==> config.mk <==
export PLATFORM = sky130hd
export DESIGN_NAME = pcm_rx_sequencer
export DESIGN_NICKNAME = d
export VERILOG_FILES = /design/src/rtl/pcm_rx_sequencer.sv
export SDC_FILE = /design/constraint.sdc
export NUM_CORES = 1
export LEC_CHECK = 0
export BUFFER_PORTS_ARGS = -buffer_cell sky130_fd_sc_hd__clkbuf_2
export CORE_MARGIN = 5
export CORE_UTILIZATION = 43
export DETAILED_ROUTE_END_ITERATION = 7
export GPL_ROUTABILITY_DRIVEN = 0
export PLACE_DENSITY = 0.59
export RECOVER_POWER = 25
export SYNTH_ARGS = -nofsm -noshare
export SYNTH_HDL_FRONTEND = slang
export SYNTH_SLANG_ARGS = --single-unit
==> constraint.sdc <==
create_clock -name clk -period 3.35 [get_ports clk]
set_clock_uncertainty 0.2 [all_clocks]
set_input_delay 0.1675 -clock clk [delete_from_list [all_inputs] [get_ports clk]]
set_output_delay 0.1675 -clock clk [all_outputs]
set_load 0.005 [all_outputs]
==> src/rtl/pcm_rx_sequencer.sv <==
// Serial PCM receiver: hunts for a sync byte, assembles FRAME_LEN code bytes,
// hands each to an external expander and buffers the expanded samples in a FIFO.
module pcm_rx_sequencer #(
    parameter logic [7:0] SYNC_WORD  = 8'h7E,
    parameter int         FRAME_LEN  = 4,
    parameter int         FIFO_DEPTH = 4
) (
    input  logic       clk,
    input  logic       rst,
    input  logic       bit_in,
    input  logic       bit_valid,
    output logic [7:0] exp_code,
    input  logic [7:0] exp_sample,
    output logic [7:0] sample_data,
    output logic       sample_valid,
    input  logic       sample_ready,
    output logic       sync_lock,
    output logic       frame_done,
    output logic       overflow
);
    localparam int          AW          = $clog2(FIFO_DEPTH);
    localparam logic [7:0]  FRAME_LEN_C = 8'(FRAME_LEN);
    localparam logic [AW:0] DEPTH_C     = (AW+1)'(FIFO_DEPTH);
    localparam logic [AW-1:0] PTR_ONE   = AW'(1);
    localparam logic [AW:0] CNT_ONE     = (AW+1)'(1);

    typedef enum logic {HUNT = 1'b0, LOAD = 1'b1} state_e;

    state_e        state_q;
    logic [7:0]    win_q, win_d;
    logic [7:0]    shreg_q, shreg_d;
    logic [7:0]    byte_cnt_q, byte_cnt_d;
    logic [2:0]    bit_cnt_q;
    logic [7:0]    exp_code_q;
    logic          wr_pend_q;
    logic          sync_lock_q;
    logic          frame_done_q;
    logic          overflow_q;
    logic [7:0]    mem_q [FIFO_DEPTH];
    logic [AW-1:0] wr_ptr_q, rd_ptr_q;
    logic [AW:0]   count_q;
    logic          fifo_full, do_pop, do_push;

    always_comb begin
        win_d      = {win_q[6:0], bit_in};
        shreg_d    = {shreg_q[6:0], bit_in};
        byte_cnt_d = byte_cnt_q + 8'd1;
        fifo_full  = (count_q == DEPTH_C);
        do_pop     = (count_q != '0) && sample_ready;
        // A simultaneous pop frees the slot, so a push into a full FIFO still lands.
        do_push    = wr_pend_q && (!fifo_full || do_pop);
    end

    always_ff @(posedge clk) begin
        if (rst) begin
            state_q      <= HUNT;
            win_q        <= 8'h00;
            shreg_q      <= 8'h00;
            bit_cnt_q    <= 3'd0;
            byte_cnt_q   <= 8'd0;
            exp_code_q   <= 8'h00;
            wr_pend_q    <= 1'b0;
            sync_lock_q  <= 1'b0;
            frame_done_q <= 1'b0;
            overflow_q   <= 1'b0;
            wr_ptr_q     <= '0;
            rd_ptr_q     <= '0;
            count_q      <= '0;
        end else begin
            wr_pend_q    <= 1'b0;
            frame_done_q <= 1'b0;
            if (bit_valid) begin
                case (state_q)
                    HUNT: begin
                        win_q <= win_d;
                        if (win_d == SYNC_WORD) begin
                            state_q     <= LOAD;
                            sync_lock_q <= 1'b1;
                            bit_cnt_q   <= 3'd0;
                            byte_cnt_q  <= 8'd0;
                        end
                    end
                    LOAD: begin
                        shreg_q   <= shreg_d;
                        bit_cnt_q <= bit_cnt_q + 3'd1;
                        if (bit_cnt_q == 3'd7) begin
                            exp_code_q <= shreg_d;
                            wr_pend_q  <= 1'b1;
                            byte_cnt_q <= byte_cnt_d;
                            if (byte_cnt_d == FRAME_LEN_C) begin
                                state_q      <= HUNT;
                                sync_lock_q  <= 1'b0;
                                win_q        <= 8'h00;
                                frame_done_q <= 1'b1;
                            end
                        end
                    end
                endcase
            end
            if (wr_pend_q && fifo_full && !do_pop) begin
                overflow_q <= 1'b1;
            end
            if (do_push) begin
                wr_ptr_q <= wr_ptr_q + PTR_ONE;
            end
            if (do_pop) begin
                rd_ptr_q <= rd_ptr_q + PTR_ONE;
            end
            if (do_push && !do_pop) begin
                count_q <= count_q + CNT_ONE;
            end else if (!do_push && do_pop) begin
                count_q <= count_q - CNT_ONE;
            end
        end
    end

    always_ff @(posedge clk) begin
        if (!rst && do_push) begin
            mem_q[wr_ptr_q] <= exp_sample;
        end
    end

    assign exp_code     = exp_code_q;
    assign sample_data  = mem_q[rd_ptr_q];
    assign sample_valid = (count_q != '0);
    assign sync_lock    = sync_lock_q;
    assign frame_done   = frame_done_q;
    assign overflow     = overflow_q;
endmodule

# After elaboration in Yosys (flattened, before gate mapping)
# Memory sizes are Yosys's and may differ from the RTL's. A register that Yosys moved wholly into a read port is not among the register bits.
# Index checks and enable logic that the tools add are counted.
[classes] addsub=6 bitwise_logic=3 reduce_logical=22 muxes=24 eq_ne=7
[ops] op="8-bit 2-to-1 mux" n=2
[ops] op="8-bit one-hot mux with 2 select lines" n=1
[ops] op="7-bit 2-to-1 mux" n=2
[ops] op="7-bit one-hot mux with 2 select lines" n=1
[ops] op="1-bit 2-to-1 mux" n=10
[ops] op="3-bit 2-to-1 mux" n=3
[ops] op="3-bit AND reduction" n=3
[ops] op="8-bit by 1-bit adder with 8-bit output, second input constant" n=1
[ops] op="8-bit by 3-bit equality test with 1-bit output, second input constant" n=1
[ops] op="8-bit by 7-bit equality test with 1-bit output, second input constant" n=1
[ops] op="1-bit logical AND" n=7
[ops] op="3-bit by 1-bit adder with 3-bit output, second input constant" n=2
[ops] op="3-bit equality test, second input constant" n=2
[ops] op="3-bit one-hot mux with 2 select lines" n=1
[ops] op="2-bit by 1-bit adder with 2-bit output, second input constant" n=2
[ops] op="1-bit zero test" n=4
[ops] op="2-bit 2-to-1 mux" n=2
[ops] op="2-bit by 1-bit inequality test with 1-bit output, second input constant" n=2
[ops] op="1-bit one-hot mux with 2 select lines" n=2
[ops] op="2-bit AND reduction" n=2
[ops] op="4-bit AND reduction" n=1
[ops] op="4-bit OR reduction" n=1
[ops] op="1-bit inverter" n=3
[ops] op="3-bit nonzero test" n=1
[ops] op="other kinds (5)" n=5
[word_totals] out_inout_bits=20 word_cells=76 register_bits=45 in_bits=13 ram_bits=32 n_memories=1
[mem_list] name="mem_q" depth=4 word_bits=8 read_ports=1 rd_ports_with_merged_regs=1 wr=1 line="39" text="logic [7:0] mem_q [FIFO_DEPTH];"

# Logic depth before layout (Yosys ltp)
[depth] ltp_word=8 depth_mapped=9 ltp_nobuf=9

# Worst setup path after synthesis
# No wires, ideal clock.
[synth_timing] kind="register -> register" startpoint="register count_q[1]" endpoint="register count_q[2]" slack_ps=1069 synth_period_minus_slack_ps=2281 stages_incl_launch_ff=9 setup_ps=70 arrival_time_ps=2010 required_ps=3080 path_cell_list="dfxtp_1 or3_1 nand2_1 ha_1 inv_1 fa_1 xor2_1 or3_1 a21oi_1"
[synth_between] elab_chain_cells=7 elab_cells_between_ends=15
[synth_rtl] item="start, declared" line="41" text="logic [AW:0] count_q;"
[synth_rtl] item="start signal, assigned" line="110" text="count_q <= count_q + CNT_ONE;"
[synth_rtl] item="start signal, assigned" line="112" text="count_q <= count_q - CNT_ONE;"
[synth_rtl] item="3-bit nonzero test (*)"
[synth_rtl] item="net sample_valid" line="15" text="output logic sample_valid,"
[synth_rtl] item="1-bit logical AND (*)" line="49" text="do_pop = (count_q != '0) && sample_ready;"
[synth_rtl] item="1-bit logical OR" line="51" text="do_push = wr_pend_q && (!fifo_full || do_pop);"
[synth_rtl] item="1-bit logical AND" line="51"
[synth_rtl] item="1-bit zero test" line="111" text="end else if (!do_push && do_pop) begin"
[synth_rtl] item="1-bit logical AND" line="111"
[synth_rtl] item="2-bit nonzero test (no source line)"
# The timed path passes the listed nets; every way through them passes the cells marked *. The select of a mux whose other input is x is not followed.
# A chain may end at the register's enable or synchronous reset.

# Worst setup path in the final report
[layout_timing] startpoint="register count_q[1]" endpoint="register count_q[2]"
[layout_between] elab_chain_cells=7 elab_cells_between_ends=15
[layout_rtl] item="parallel branches: the longest is 7 deep, another holds 3-bit by 1-bit subtractor with 3-bit output"
# Several ways; the timed one is not identified. The select of a mux whose other input is x is not followed.

==> flow_summary.json <==
{
  "grt.total_usage_pct": 13.71,
  "swShare_pct": 22.14,
  "path_clk_slew_ps": 90,
  "combPwrFrac_pct": 2.0,
  "cts_tree": "built",
  "antenna_cells": 0,
  "end_kind": "flip-flop",
  "slew_viol_final": 0,
  "numCtsBuffers": 9,
  "die_x_um": 95.07,
  "avgSynthCellArea_um2": 11.88,
  "antenna_found_initial": 0,
  "critPathTopFamily": "simple AND/OR/NAND/NOR gates",
  "intPower_mw": 1.373,
  "status": "completed",
  "start_kind": "flip-flop",
  "synth_edf_count": 32,
  "wire_per_inst_um": 13.45,
  "vdd_drop_max_uv": 300.4,
  "synth_nets": 284,
  "maxCapViolCount": 0,
  "slowest_delay_ps": 410,
  "clk_latency_ps": 350,
  "pwr-share-clk_pct": 41.3,
  "critPathMaxFanout": 4,
  "rsz0062_at_grt": "false",
  "first_iter_violations": 70,
  "grt_max_degree": 31,
  "die_h_um": 95.07,
  "tightest_slew_ps": 726.8,
  "rows": 31,
  "io_buffers": 32,
  "hp-class": "in2reg",
  "setup_viol": 0,
  "p_switching_uw": 390.5,
  "drive_gt1_share_pct": 17.74,
  "synthTopCellsByArea": "edfxtp_1, dfxtp_1, mux4_2, nand2_1, a21oi_1",
  "timing.final.crit_period_ps": 2400,
  "grt_pass1_vias": 2073,
  "path_cells": "or3_1, nand2_1, ha_1, inv_1, fa_1, xor2_1, or3_1, a21oi_1",
  "tns_ps": 0,
  "worst-path-buf-inv": 1,
  "grt_pass1_wl_um": 9446,
  "synth-seq-cells": 79,
  "synthToLayoutAreaGrowth_pct": 17.17,
  "yosysTopAreaCell": "edfxtp_1",
  "cp.arrival_ps": 2480,
  "ctsResizeCount": 0,
  "dpl.hpwl_um": 3670,
  "start_util_pct": 43.60,
  "ioPinCount": 33,
  "cts_buffer_depth": 2,
  "ctsHtreeMaxLevel": 3,
  "via_per_inst": 4.951,
  "drt-pass1-iter-count": 4,
  "async_flop_share_pct": 0,
  "routed_wl_um": 5502,
  "syn-instance-count": 262,
  "worst_path_max_delay_cell": "or3_1",
  "required_ps": 3430,
  "drc": 0,
  "synth_flop_cell": "dfxtp_1",
  "synth.distinct_cells": 42,
  "hold_viol": 0,
  "p_per_area_nw_per_um2": 483.8,
  "overflow": 0,
  "netlist_area_um2": 3112,
  "fmax_mhz": 416.7,
  "ys_warn_count": 0,
  "yosysTopAreaCellShare_pct": 30.88,
  "relSlewSlack_pct": 51.17,
  "yosysSeqAreaShare_pct": 61.12,
  "vias": 2025,
  "core_um2": 7137,
  "path_class": "reg2reg",
  "ant_nets": 0,
  "clock-sinks": 79,
  "finalCritPeriodShare_pct": 71.64,
  "seqPwrFrac_pct": 56.7,
  "clock-root-buffer": "clkbuf_8",
  "cp_common_cell": "or3_1",
  "dieArea_um2": 9038,
  "p_leak_nw": 1.303,
  "power_mw": 1.764,
  "final_nets": 327
}
worst paths after layout:
kind                            startpoint                   endpoint  slack (ps)  depth (start not counted)
hold / removal                         rst  bit_cnt_q[2]$_SDFFE_PP0P_          20                          2
hold reg to reg   exp_code[5]$_SDFFE_PP0P_   exp_code[5]$_SDFFE_PP0P_         260                          2
setup reg to reg   count_q[1]$_SDFFE_PP0P_    count_q[2]$_SDFFE_PP0P_         950                          8
setup / recovery   count_q[1]$_SDFFE_PP0P_    count_q[2]$_SDFFE_PP0P_         950                          8
through the flow:
step	utilization (%)	area [um^2]	instances	hold WS, ps	setup slack (ps)
global route	51.09	3646	409	9.865	769.0
floorplan	-	3112	262	66.37	1069
CTS	51.23	3656	409	3.078	935.7
global placement	46.77	3338	382	193.3	1034
detailed placement	46.77	3338	382	190.4	974.4
finish	51.09	3646	409	19.56	950.0
power by group through the flow:
stage / logic (mW) / registers (mW) / clock network [mW]
CTS: 0.0376 / 1.00 / 0.745
global route: 0.0397 / 1.00 / 0.804
global placement: 0.0281 / 1.02 / 0
finish: 0.0361 / 1.00 / 0.728
floorplan: 0.0155 / 1.02 / 0
detailed placement: 0.0284 / 1.02 / 0
layout make-up:
type	count	area, um^2
flip-flops and latches	79	1902
repair buffers	44	267.8
inverters	5	18.77
clock inverters	7	83.83
fillers	661	3491
multi-input cells	166	1126
well taps	99	123.9
clock buffers	9	123.9
what timing repair did:
| item | CTS | global route |
|---|---|---|
| hold endpoints to repair | 39 | 0 |
| setup buffers | 0 | 0 |
| hold buffers | 11 | 0 |
flip-flops by register name, summed over array words and instances, names as in the netlist, named ones only:
name,count
state_q,1
byte_cnt_q,8
exp_code,8
shreg_q,7
overflow,1
count_q,3
sync_lock,1
wr_pend_q,1
rd_ptr_q,2
wr_ptr_q,2
mem_q,32
frame_done,1
bit_cnt_q,3
win_q,7
cells by family (layout without fill, tap and decap cells):
kind of cell	after synthesis	after routing	share of synthesized area (%)
simple gates	95	95	14.88
buf+inv	17	65	2.694
fa+ha+maj	9	9	3.860
xor+xnor	8	8	2.252
flops	79	79	61.12
compound gates	43	43	8.404
mux	11	11	6.795
cells in the final DEF (no fill, tap or decap), types with 2 or more instances in the layout:
| cell type | instances |
|---|---|
| a22o_1 | 7 |
| nor3_1 | 5 |
| nor2_1 | 16 |
| clkbuf_1 | 8 |
| inv_6 | 4 |
| nor4b_1 | 2 |
| xor2_1 | 7 |
| o21ai_1 | 4 |
| inv_1 | 4 |
| clkbuf_8 | 9 |
| edfxtp_1 | 32 |
| mux4_2 | 8 |
| or3_1 | 2 |
| ha_1 | 8 |
| and2_1 | 5 |
| mux2i_1 | 2 |
| dfxtp_1 | 47 |
| dlygate4sd3_1 | 11 |
| a21oi_1 | 25 |
| nand3_1 | 9 |
| nand4b_1 | 2 |
| clkbuf_2 | 24 |
| and3_1 | 3 |
| nand2b_1 | 2 |
| nand2_1 | 42 |
synth_stat cells, types with 2 or more instances:
cell type,number
buf_6,2
and2_1,5
nand2b_1,2
mux2i_1,2
nor3_1,5
edfxtp_1,32
mux4_2,8
o21ai_1,4
inv_1,4
a21oi_1,25
clkbuf_1,5
dfxtp_1,47
nand2_1,42
nor4b_1,2
nor2_1,16
buf_2,4
ha_1,8
nand4b_1,2
or3_1,2
xor2_1,7
and3_1,3
nand3_1,9
a22o_1,7
layer usage:
layer	vias to the layer above	GRT usage (%)	share of wire, %
li1	1024	-	-
met1	962	17.50	50
met2	32	21.22	45
met3	7	4.893	3.9
met4	0	5.409	1.6
met5	-	0	0
Power figures use the tool's default switching activity.
